==> src/rtl/trig_node_pkg.sv <==
// Shared codes, state encoding and helpers for the multi-channel trigger node.
package trig_node_pkg;

    localparam logic [2:0] EDGE_LOW  = 3'b001;
    localparam logic [2:0] EDGE_HIGH = 3'b010;
    localparam logic [2:0] EDGE_RISE = 3'b011;
    localparam logic [2:0] EDGE_FALL = 3'b100;
    localparam logic [2:0] EDGE_ANY  = 3'b101;

    localparam logic [1:0] LOGIC_AND  = 2'd0;
    localparam logic [1:0] LOGIC_OR   = 2'd1;
    localparam logic [1:0] LOGIC_NAND = 2'd2;
    localparam logic [1:0] LOGIC_NOR  = 2'd3;

    typedef enum logic [1:0] {
        IDLE,
        ARMED,
        TRIGGERED,
        DONE
    } state_t;

    function automatic int unsigned clamp_len(input int unsigned len, input int unsigned max_len);
        return (len > max_len) ? max_len : len;
    endfunction

endpackage

==> src/rtl/trigger_node_multi_if.sv <==
// Probe/config inputs and capture-RAM/status outputs of the trigger node.
interface trigger_node_multi_if #(
    parameter int DET_NUM = 4,
    parameter int ADDR_W  = 16,
    parameter int CNT_W   = 8
);
    logic                   arm;
    logic                   abort;
    logic                   pause;
    logic [DET_NUM-1:0]     trig_din;
    logic [1:0]             trig_logic;
    logic [DET_NUM*3-1:0]   trig_edge_mode;
    logic [CNT_W-1:0]       trig_cnt;
    logic [ADDR_W-1:0]      trig_len;

    logic                   wt_ce;
    logic                   wt_en;
    logic [ADDR_W-1:0]      wt_addr;
    logic                   trig_hit;
    logic [ADDR_W-1:0]      trig_addr;
    logic                   stop_flag;
    logic [ADDR_W-1:0]      stop_addr;
    logic                   overflow_flag;
    logic                   busy;

    modport master (
        output arm, abort, pause, trig_din, trig_logic, trig_edge_mode, trig_cnt, trig_len,
        input  wt_ce, wt_en, wt_addr, trig_hit, trig_addr, stop_flag, stop_addr,
               overflow_flag, busy
    );

    modport slave (
        input  arm, abort, pause, trig_din, trig_logic, trig_edge_mode, trig_cnt, trig_len,
        output wt_ce, wt_en, wt_addr, trig_hit, trig_addr, stop_flag, stop_addr,
               overflow_flag, busy
    );
endinterface

==> src/rtl/trig_det_chan.sv <==
// One probe channel: level/edge match of the current sample against its code.
module trig_det_chan
    import trig_node_pkg::*;
(
    input  logic       din,
    input  logic       din_d1,
    input  logic       vld_p1,
    input  logic [2:0] mode,
    output logic       match,
    output logic       care
);

    // Edge codes need a valid previous sample; level codes never do.
    always_comb begin
        match = 1'b0;
        care  = 1'b1;
        case (mode)
            EDGE_LOW:  match = ~din;
            EDGE_HIGH: match = din;
            EDGE_RISE: match = vld_p1 & ~din_d1 & din;
            EDGE_FALL: match = vld_p1 & din_d1 & ~din;
            EDGE_ANY:  match = vld_p1 & (din_d1 ^ din);
            default:   care  = 1'b0;
        endcase
    end

endmodule

==> src/rtl/trigger_node_multi.sv <==
// Multi-channel trigger node: combines channel matches, counts occurrences and
// drives the capture RAM as a ring buffer with programmable post-trigger length.
module trigger_node_multi
    import trig_node_pkg::*;
#(
    parameter int DET_NUM = 4,
    parameter int DEPTH   = 5461,
    parameter int ADDR_W  = 16,
    parameter int CNT_W   = 8
) (
    input logic                 trig_clk,
    input logic                 trig_rst,
    trigger_node_multi_if.slave bus
);

    localparam logic [ADDR_W-1:0] LAST_ADDR = ADDR_W'(DEPTH - 1);

    state_t              state, state_nxt;
    logic [ADDR_W-1:0]   wt_addr, trig_addr_q, stop_addr_q, post, post_load;
    logic [CNT_W-1:0]    occ;
    logic [DET_NUM-1:0]  din_d1;
    logic                vld_p1;
    logic                stop_q, ovf_q;

    logic [DET_NUM-1:0]  match_p0, care_p0;
    logic                hit_p0, busy_c, wr, fire, last, ctl_ovr;
    logic                any_care, all_hit, any_hit;

    function automatic logic [CNT_W-1:0] sat_inc(input logic [CNT_W-1:0] v);
        return (&v) ? v : v + 1'b1;
    endfunction

    for (genvar i = 0; i < DET_NUM; i++) begin : g_chan
        trig_det_chan u_chan (
            .din    (bus.trig_din[i]),
            .din_d1 (din_d1[i]),
            .vld_p1 (vld_p1),
            .mode   (bus.trig_edge_mode[3*i +: 3]),
            .match  (match_p0[i]),
            .care   (care_p0[i])
        );
    end

    // Stage p0: combine over cared channels; with no cared channel nothing matches.
    always_comb begin
        any_care = |care_p0;
        all_hit  = &(match_p0 | ~care_p0);
        any_hit  = |(match_p0 & care_p0);
        hit_p0   = 1'b0;
        case (bus.trig_logic)
            LOGIC_AND:  hit_p0 = any_care & all_hit;
            LOGIC_OR:   hit_p0 = any_hit;
            LOGIC_NAND: hit_p0 = any_care & ~all_hit;
            LOGIC_NOR:  hit_p0 = any_care & ~any_hit;
            default:    hit_p0 = 1'b0;
        endcase
    end

    assign post_load = ADDR_W'(clamp_len(32'(bus.trig_len), DEPTH - 1));
    assign ctl_ovr   = bus.arm | bus.abort;
    assign wr        = busy_c & ~bus.pause;

    always_comb begin
        state_nxt = state;
        busy_c    = 1'b0;
        fire      = 1'b0;
        last      = 1'b0;
        case (state)
            ARMED: begin
                busy_c = 1'b1;
                fire   = ~bus.pause & hit_p0 & (occ == bus.trig_cnt) & ~ctl_ovr;
                if (fire) state_nxt = (post_load == '0) ? DONE : TRIGGERED;
            end
            TRIGGERED: begin
                busy_c = 1'b1;
                last   = ~bus.pause & (post == ADDR_W'(1)) & ~ctl_ovr;
                if (last) state_nxt = DONE;
            end
            default: ;
        endcase
        if (bus.abort)    state_nxt = IDLE;
        else if (bus.arm) state_nxt = ARMED;
    end

    // Stage p1: state, ring address, occurrence/post counters and sample history.
    always_ff @(posedge trig_clk or posedge trig_rst) begin
        if (trig_rst) begin
            state       <= IDLE;
            wt_addr     <= '0;
            occ         <= '0;
            post        <= '0;
            din_d1      <= '0;
            vld_p1      <= 1'b0;
            trig_addr_q <= '0;
            stop_addr_q <= '0;
            stop_q      <= 1'b0;
            ovf_q       <= 1'b0;
        end else begin
            state <= state_nxt;
            if (!bus.abort) begin
                if (bus.arm) begin
                    wt_addr     <= '0;
                    occ         <= '0;
                    post        <= '0;
                    vld_p1      <= 1'b0;
                    trig_addr_q <= '0;
                    stop_addr_q <= '0;
                    stop_q      <= 1'b0;
                    ovf_q       <= 1'b0;
                end else if (wr) begin
                    din_d1  <= bus.trig_din;
                    vld_p1  <= 1'b1;
                    wt_addr <= (wt_addr == LAST_ADDR) ? '0 : wt_addr + 1'b1;
                    if (wt_addr == LAST_ADDR) ovf_q <= 1'b1;
                    if (state == ARMED && hit_p0) occ <= sat_inc(occ);
                    if (fire) begin
                        trig_addr_q <= wt_addr;
                        post        <= post_load;
                        if (post_load == '0) begin
                            stop_addr_q <= wt_addr;
                            stop_q      <= 1'b1;
                        end
                    end
                    if (state == TRIGGERED) begin
                        if (last) begin
                            stop_addr_q <= wt_addr;
                            stop_q      <= 1'b1;
                        end else begin
                            post <= post - 1'b1;
                        end
                    end
                end
            end
        end
    end

    assign bus.wt_ce         = busy_c;
    assign bus.busy          = busy_c;
    assign bus.wt_en         = wr;
    assign bus.trig_hit      = fire;
    assign bus.wt_addr       = wt_addr;
    assign bus.trig_addr     = trig_addr_q;
    assign bus.stop_addr     = stop_addr_q;
    assign bus.stop_flag     = stop_q;
    assign bus.overflow_flag = ovf_q;

endmodule
==> src/flat_wrapper.sv <==
// flat-port wrapper written by rule: the top's interface ports become plain ports
module trigger_node_multi_flat import trig_node_pkg::*;
#(
    parameter int DET_NUM = 4,
    parameter int DEPTH   = 5461,
    parameter int ADDR_W  = 16,
    parameter int CNT_W   = 8
)
  (trig_clk, trig_rst, bus_arm, bus_abort, bus_pause, bus_trig_din, bus_trig_logic, bus_trig_edge_mode, bus_trig_cnt, bus_trig_len, bus_wt_ce, bus_wt_en, bus_wt_addr, bus_trig_hit, bus_trig_addr, bus_stop_flag, bus_stop_addr, bus_overflow_flag, bus_busy);
  trigger_node_multi_if #(.DET_NUM(DET_NUM), .ADDR_W(ADDR_W), .CNT_W(CNT_W)) bus_i ();
  input logic trig_clk;
  input logic trig_rst;
  input wire logic [$bits(bus_i.arm)-1:0] bus_arm;
  input wire logic [$bits(bus_i.abort)-1:0] bus_abort;
  input wire logic [$bits(bus_i.pause)-1:0] bus_pause;
  input wire logic [$bits(bus_i.trig_din)-1:0] bus_trig_din;
  input wire logic [$bits(bus_i.trig_logic)-1:0] bus_trig_logic;
  input wire logic [$bits(bus_i.trig_edge_mode)-1:0] bus_trig_edge_mode;
  input wire logic [$bits(bus_i.trig_cnt)-1:0] bus_trig_cnt;
  input wire logic [$bits(bus_i.trig_len)-1:0] bus_trig_len;
  output wire logic [$bits(bus_i.wt_ce)-1:0] bus_wt_ce;
  output wire logic [$bits(bus_i.wt_en)-1:0] bus_wt_en;
  output wire logic [$bits(bus_i.wt_addr)-1:0] bus_wt_addr;
  output wire logic [$bits(bus_i.trig_hit)-1:0] bus_trig_hit;
  output wire logic [$bits(bus_i.trig_addr)-1:0] bus_trig_addr;
  output wire logic [$bits(bus_i.stop_flag)-1:0] bus_stop_flag;
  output wire logic [$bits(bus_i.stop_addr)-1:0] bus_stop_addr;
  output wire logic [$bits(bus_i.overflow_flag)-1:0] bus_overflow_flag;
  output wire logic [$bits(bus_i.busy)-1:0] bus_busy;
  assign bus_i.arm = bus_arm;
  assign bus_i.abort = bus_abort;
  assign bus_i.pause = bus_pause;
  assign bus_i.trig_din = bus_trig_din;
  assign bus_i.trig_logic = bus_trig_logic;
  assign bus_i.trig_edge_mode = bus_trig_edge_mode;
  assign bus_i.trig_cnt = bus_trig_cnt;
  assign bus_i.trig_len = bus_trig_len;
  assign bus_wt_ce = bus_i.wt_ce;
  assign bus_wt_en = bus_i.wt_en;
  assign bus_wt_addr = bus_i.wt_addr;
  assign bus_trig_hit = bus_i.trig_hit;
  assign bus_trig_addr = bus_i.trig_addr;
  assign bus_stop_flag = bus_i.stop_flag;
  assign bus_stop_addr = bus_i.stop_addr;
  assign bus_overflow_flag = bus_i.overflow_flag;
  assign bus_busy = bus_i.busy;
  trigger_node_multi #(.DET_NUM(DET_NUM), .DEPTH(DEPTH), .ADDR_W(ADDR_W), .CNT_W(CNT_W)) u_core (.trig_clk(trig_clk), .trig_rst(trig_rst), .bus(bus_i));
endmodule
==> config.mk <==
export PLATFORM = sky130hd
export DESIGN_NAME = trigger_node_multi_flat
export DESIGN_NICKNAME = d
export VERILOG_FILES = /design/src/rtl/trig_node_pkg.sv /design/src/rtl/trigger_node_multi_if.sv /design/src/rtl/trig_det_chan.sv /design/src/rtl/trigger_node_multi.sv /design/src/flat_wrapper.sv
export SDC_FILE = /design/constraint.sdc
export NUM_CORES = 1
export LEC_CHECK = 0
export CORE_ASPECT_RATIO = 1.2
export CORE_MARGIN = 2
export CORE_UTILIZATION = 50
export CTS_CLUSTER_DIAMETER = 40
export DETAILED_ROUTE_END_ITERATION = 10
export HOLD_SLACK_MARGIN = 0.02
export PLACE_DENSITY = 0.79
export SETUP_SLACK_MARGIN = 0.4
export SYNTH_ARGS = -nofsm -noshare
export SYNTH_HDL_FRONTEND = slang
export SYNTH_HIERARCHICAL = 1
export SYNTH_SLANG_ARGS = --single-unit
==> constraint.sdc <==
create_clock -name trig_clk -period 4.06 [get_ports trig_clk]
set_input_delay 0.812 -clock trig_clk [delete_from_list [all_inputs] [get_ports trig_clk]]
set_output_delay 0.812 -clock trig_clk [all_outputs]
set_load 0.1 [all_outputs]
==> impl_metrics.py, run 1 <==
metrics = {
    "status": {
        "status": "finished clean",
    },
    "sta": {
        "tns_ps": 0,
        "slew_violations": 0,
        "rsz0062_at_grt": "no",
        "setup_viol": 0,
        "slew_headroom": 0.341,
        "whs_ps": 482,
        "fin_crit_ps": 3600,
        "finalWorstSetupSlack_ps": 459,
        "hold_viol_final": 0,
        "tightest_slew_ps": 986,
        "clock-skew-final_ps": 8.42,
        "period_share": 0.887,
        "fmax_mhz": 278,
    },
    "pwr": {
        "cellLeakagePower_nw": 2.70,
        "powerDensity_nw_per_um2": 322,
        "vdd_drop_max_v": 0.000157,
    },
    "detailed_routing": {
        "dr.pass1.iters": 5,
        "drc": 0,
        "wl_um": 12700,
        "wire_per_inst_um": 17.5,
        "vias": 4332,
        "drt_iter0_markers": 266,
        "vias_per_cell": 5.98,
        "antenna_left": 0,
    },
    "synth": {
        "synth_area_um2": 4650,
        "synthCells": 488,
        "ys_types": 69,
        "yosysMostFrequentCell": "dfrtp_1",
        "async_reset_ff_frac": 1.00,
        "yosysSeqAreaShare": 0.436,
        "ys_ff_latch": 81,
        "yosys.area.top_type": "dfrtp_1",
        "synth_top_area_frac": 0.436,
        "syn_nets": 542,
        "ys_top_cells_by_area": "dfrtp_1, a22o_1, nand2_1, nor2_1, xor2_1",
        "synth_ff_type": "dfrtp_1",
        "synth_commonest_cells": "dfrtp_1, nand2_1, nor2_1",
        "ys_warn_count": 6,
        "synth_edf_count": 0,
        "synth_area_per_cell_um2": 9.53,
    },
    "layout": {
        "antenna_cells": 0,
        "fillers": 755,
        "multiInputGateArea_um2": 2550,
        "layout.nets": 653,
        "syn2layout_area_growth_pct": 31.0,
        "drive_above_1_share": 0.114,
        "seqCellArea_um2": 2030,
    },
    "floorplan": {
        "core_um2": 9030,
        "die_area_um2": 10100,
        "die_h_um": 110,
        "chipWidth_um": 92.1,
        "row_count": 38,
        "start_util": 0.515,
        "pin_count": 101,
    },
    "job": {
        "maxCapViolCount": 0,
    },
    "place": {
        "place_hpwl_um": 8940,
        "pre_cts_ws_ps": 4.84,
        "gp_congestion": 0.846,
        "numPortBuffers": 100,
    },
    "critical_path": {
        "crit_fanout": 4,
        "startpoint_type": "input port",
        "worstSetupPathType": "in2out",
        "rr_worst_depth": 10,
        "critPathRequiredTime_ps": 3250,
        "critPathArrivalTime_ps": 2790,
        "crit_path_end_kind": "output pin",
    },
    "clock_tree": {
        "cts_hold_buf": 0,
        "clockBufferDepth": 2,
        "clock_sinks": 81,
        "cts_buffers": 9,
        "cts.clk_slew.worst_paths_ps": 90,
        "cts_max_level": 3,
        "cts_tree": "done",
        "cts_root_buf": "clkbuf_8",
        "worstSkewPairLatency_ps": 370,
    },
    "global_routing": {
        "grt_overflow": 0,
        "antenna_found_initial": 0,
        "grt_pass1_vias": 4159,
        "grt.total_usage": 0.255,
        "grt_max_degree": 57,
        "grt_pass1_wl_um": 20300,
    },
    "hold_path": {
        "hold_class": "reg2reg",
        "worstHoldPathCells": 1,
    },
}
## routing by layer
layer | vias up | track usage | wire (um)
met5 | - | 0 | 0
met4 | 0 | 0.0938 | 180
met3 | 18 | 0.0404 | 644
met2 | 163 | 0.455 | 6500
met1 | 2125 | 0.313 | 5340
li1 | 2026 | - | -
## flip-flops by register name, summed over array words and instances (netlist names)
signal and flops:
u_core/bus.overflow_flag 1, u_core/bus.stop_addr 16, u_core/bus.stop_flag 1, u_core/bus.trig_addr 16, u_core/bus.wt_addr 16, u_core/din_d1 4
u_core/occ 8, u_core/post 16, u_core/state 2, u_core/vld_p1 1
## placed cells by master (no fill, tap or decap), types with 7 or more instances in the layout
master,instances
buf_4,19
a21oi_1,24
a22o_1,34
nand2_1,50
clkdlybuf4s50_1,82
xor2_1,17
inv_1,13
nor2_1,50
nand2b_1,9
o21ai_0,16
ha_1,7
nand4_1,7
nand3_1,13
xnor2_1,13
dlygate4sd2_1,7
clkbuf_8,9
clkbuf_2,8
and3_1,13
nor3_1,11
dfrtp_1,81
## worst max-delay path, cell delays in order
cell           delay, ps
dlygate4sd2_1        270
nor4b_2              160
a211o_1              280
a22o_1               250
a221oi_4             230
mux2_4               340
o211a_4              280
buf_12               170
## layout make-up
type                            count  share of cell area
Multi-Input combinational cell    374               0.418
Sequential cell                    81               0.333
Timing Repair Buffer              119               0.183
Tap cell                          120              0.0246
Clock buffer                        9              0.0203
Clock inverter                      7              0.0127
Inverter                           14             0.00883
## per-stage QoR
step | std cells | cell area [um2] | utilization | power [mW]
after global placement | 704 | 5850 | 0.647 | 1.34
final | 724 | 6090 | 0.675 | 1.96
after floorplan | 488 | 4650 | - | 1.20
after CTS | 723 | 6100 | 0.675 | 1.96
after global routing | 724 | 6090 | 0.675 | 2.05
after detailed placement | 704 | 5850 | 0.647 | 1.35
## logic make-up (layout without fill, tap and decap cells)
kind of cell	after synthesis	in the layout	share of synthesized area
flops	81	81	0.436
compound gates	130	130	0.214
xor+xnor	30	30	0.0565
simple gates	199	199	0.227
fa+ha+maj	7	7	0.0188
buf+inv	33	149	0.0304
mux	8	8	0.0178
## what timing repair did
item	in CTS	in global routing
pin swaps	6	6
setup endpoints to repair	3	1
setup buffers	3	1
resized for setup	26	18
## report_power, final
group          internal, mW  switching (mW)  total, mW
Clock                 0.292           0.321      0.613
Combinational         0.176           0.288      0.464
Sequential            0.840          0.0444      0.884
## final timing paths
path                                        from                  endpoint  slack (ps)
setup / recovery           bus_trig_edge_mode[0]              bus_trig_hit         460
max in group asynchronous               trig_rst  u_core/bus.stop_addr[11]        2350
min in group asynchronous               trig_rst             u_core/occ[2]         960
setup reg to reg                   u_core/vld_p1  u_core/bus.trig_addr[14]         840
hold reg to reg             u_core/bus.stop_flag      u_core/bus.stop_flag         480
hold / removal              u_core/bus.stop_flag      u_core/bus.stop_flag         480
No activity file was read; power rests on OpenSTA's default activity.
==> inputs of run 2 (changes only) <==
--- a/config.mk
+++ b/config.mk
@@ -5,13 +5,14 @@
 export SDC_FILE = /design/constraint.sdc
 export NUM_CORES = 1
 export LEC_CHECK = 0
-export CORE_ASPECT_RATIO = 1.2
+export ABC_AREA = 1
+export CORE_ASPECT_RATIO = 1.25
 export CORE_MARGIN = 2
 export CORE_UTILIZATION = 50
 export CTS_CLUSTER_DIAMETER = 40
 export DETAILED_ROUTE_END_ITERATION = 10
 export HOLD_SLACK_MARGIN = 0.02
-export PLACE_DENSITY = 0.79
+export PLACE_DENSITY = 0.76
 export SETUP_SLACK_MARGIN = 0.4
 export SYNTH_ARGS = -nofsm -noshare
 export SYNTH_HDL_FRONTEND = slang
==> run 2 against run 1 <==
  * Combinational power increased by 34%
  * Non-clock buffer count fell by 8
  * Final cell count increased by 58%
  * Clock power grew 54%
  * Area after synthesis increased by 25%
  * Global-route usage up 0.37 points
  * Wire length grew 27%
  * Maximum frequency up 4.1%
  * Via count increased by 41%
  * Highest routed layer unchanged
==> impl_metrics.py, run 2 <==
metrics = {
    "status": {
        "status": "finished clean",
    },
    "synth": {
        "ys_ff_latch": 81,
        "ys_types": 39,
        "synthCells": 911,
        "synth_top_area_frac": 0.348,
        "ys_warn_count": 6,
        "synth_area_per_cell_um2": 6.40,
        "yosysMostFrequentCell": "nand2_1",
        "synth_commonest_cells": "nand2_1, inv_1, dfrtp_1",
        "synth-simple-area-share": 0.405,
        "synth_edf_count": 0,
        "synth_ff_type": "dfrtp_1",
        "syn_nets": 965,
        "synth_compound_area_frac": 0.0908,
        "ys_top_cells_by_area": "dfrtp_1, nand2_1, inv_1, nand3_1, nor2_1",
        "synth_top_family_by_area": "simple AND/OR/NAND/NOR gates",
        "synthAdderAreaFrac": 0.0150,
        "async_reset_ff_frac": 1.00,
        "synth_area_um2": 5830,
        "synthXorXnorAreaFrac": 0.0225,
        "synth.area.mux_share": 0,
        "yosys.area.top_type": "dfrtp_1",
        "yosysSeqAreaShare": 0.348,
    },
    "critical_path": {
        "reg2reg_from": "u_core/state[0]",
        "startpoint_type": "input port",
        "worstSetupPathType": "in2out",
        "critPathArrivalTime_ps": 2650,
        "crit_path_end_kind": "output pin",
        "critical_path.slowest_cell": "clkdlybuf4s50_1",
        "r2r-end": "u_core/bus.wt_addr[13]",
        "rrSetupSlack_ps": 1440,
        "crit_fanout": 4,
        "rr_worst_depth": 10,
        "critPathRequiredTime_ps": 3250,
        "path_cells": "clkdlybuf4s50_1 -> inv_2 -> nor2_2 -> nand2_1 -> nand2_1 -> nand2_1 -> nand3_2 -> inv_1 -> nand2_1 -> nand2_1 -> nor2_1 -> nor2_1 -> nor2_1 -> nand2_1 -> nand2_2 -> nand3_4 -> nor2_8 -> buf_12",
        "cp_common_cell": "nand2_1",
        "slowest_delay_ps": 540,
    },
    "sta": {
        "slew_violations": 0,
        "tns_ps": 0,
        "fmax_mhz": 289,
        "clock-skew-final_ps": 4.76,
        "tightest_slew_ps": 1020,
        "period_share": 0.852,
        "hold_viol_final": 0,
        "setup_viol": 0,
        "fin_crit_ps": 3460,
        "rsz0062_at_grt": "no",
        "slew_headroom": 0.315,
    },
    "clock_tree": {
        "cts_root_buf": "clkbuf_16",
        "cts_hold_buf": 0,
        "cts_max_level": 3,
        "cts_setup_buffers": 0,
        "cts_buffers": 9,
        "cts_tree": "done",
        "clockBufferDepth": 2,
        "clock_sinks": 81,
        "worstSkewPairLatency_ps": 340,
        "cts.clk_slew.worst_paths_ps": 60,
    },
    "hold_path": {
        "min-delay-start": "u_core/bus.stop_addr[0]",
        "hold_class": "reg2reg",
        "worstHoldPathCells": 2,
        "hold_end": "u_core/bus.stop_addr[0]",
    },
    "pwr": {
        "powerDensity_nw_per_um2": 340,
        "cellLeakagePower_nw": 3.86,
        "vdd_drop_max_v": 0.000193,
    },
    "global_routing": {
        "gr-usage-met2": 0.439,
        "grt.total_usage": 0.258,
        "met1_usage": 0.331,
        "antenna_found_initial": 0,
        "grt_pass1_vias": 5685,
        "use_met3": 0.0382,
        "grt_max_degree": 50,
        "grt_pass1_wl_um": 26400,
        "grt_overflow": 0,
        "busiest_layer": "met2",
    },
    "floorplan": {
        "row_count": 44,
        "core_um2": 11500,
        "die_area_um2": 12500,
        "pin_count": 101,
        "start_util": 0.507,
        "die_h_um": 125,
        "chipWidth_um": 101,
    },
    "layout": {
        "antenna_cells": 0,
        "drive_above_1_share": 0.0625,
        "fin_area_um2": 7300,
        "layout.nets": 1057,
        "syn2layout_area_growth_pct": 25.3,
        "fillers": 1056,
        "final_util": 0.635,
        "layout_commonest_cell": "nand2_1",
        "final_cell_mix": "nand2_1, inv_1, clkdlybuf4s50_1, dfrtp_1, nand3_1",
    },
    "detailed_routing": {
        "antenna_left": 0,
        "wl_um": 16000,
        "vias": 6091,
        "dr.pass1.iters": 5,
        "vias_per_cell": 5.32,
        "wire_per_inst_um": 14.0,
        "drt_iter0_markers": 443,
        "drc": 0,
    },
    "place": {
        "numPortBuffers": 100,
        "dpl_cell_area_um2": 6940,
        "gp_congestion": 0.886,
        "place_hpwl_um": 11400,
    },
    "job": {
        "maxCapViolCount": 0,
    },
}
-- run 2: changes by cell type after synthesis, moves of 7 or more --
cell      change
inv_1       +115
nand3_1      +54
inv_2         +7
o21ai_0      +33
nand4_1       +9
and3_1       -12
o22ai_1      +13
buf_2         +7
nor2_1       +16
nand2b_1      -9
nor3_1       +11
nand2_1     +288
a22o_1       -34
xnor2_1       -9
-- run 2: per-layer routing --
layer,up-vias,wire (um)
li1,3046,-
met5,-,0
met4,0,326
met3,27,901
met1,2812,7070
met2,206,7730
-- run 2: stage by stage --
step                      cells  worst slack (ps)  hold WS, ps  power (mW)
after floorplan             911              1040          471        1.36
after global routing       1146               373          538        2.60
after global placement     1130               549          488        1.53
final                      1146               600          507        2.48
after detailed placement   1130               491          492        1.54
after CTS                  1146               477          509        2.50
-- run 2: cell families after synthesis --
logic type	count (synthesis)
XOR/XNOR	15
buffers and inverters	167
AND/OR/NAND/NOR	544
flip-flops	81
adder cells (fa/ha/maj)	7
AO/OA/AOI/OAI	97
-- run 2: worst max-delay path by stage --
stage / cells past startpoint / slack [ps] / to / start
final: 18 / 600 / bus_trig_hit / bus_trig_edge_mode[0]
after global routing: 17 / 370 / bus_trig_hit / bus_trig_edge_mode[8]
after CTS: 18 / 480 / bus_trig_hit / bus_trig_din[0]
after detailed placement: 18 / 490 / bus_trig_hit / bus_trig_din[0]
after global placement: 18 / 550 / bus_trig_hit / bus_trig_din[2]
after floorplan: 17 / 1040 / bus_trig_hit / bus_trig_din[2]
-- run 2: area by class of cell --
class	count	area, um2	area share
multi-input combinational	663	3120	0.427
clock inverter	6	115	0.0158
clock buffer	10	229	0.0313
inverter	137	517	0.0707
timing repair buffer	111	1130	0.154
sequential	81	2030	0.277
tap	138	173	0.0236
-- run 2: critical path: cells and delay by family --
family | cells | cell delay (ps)
buffers and inverters | 4 | 810
AND/OR/NAND/NOR | 14 | 1010
-- run 2: report_power, final --
group          leakage [nW]  internal, mW  switching (mW)
clock                 0.163         0.604           0.341
combinational          2.58         0.207           0.415
sequential             1.11         0.852          0.0604
-- run 2: timing repair --
item	in CTS	in global routing
setup endpoints to repair	0	1
hold endpoints to repair	0	0
resized for setup	0	10
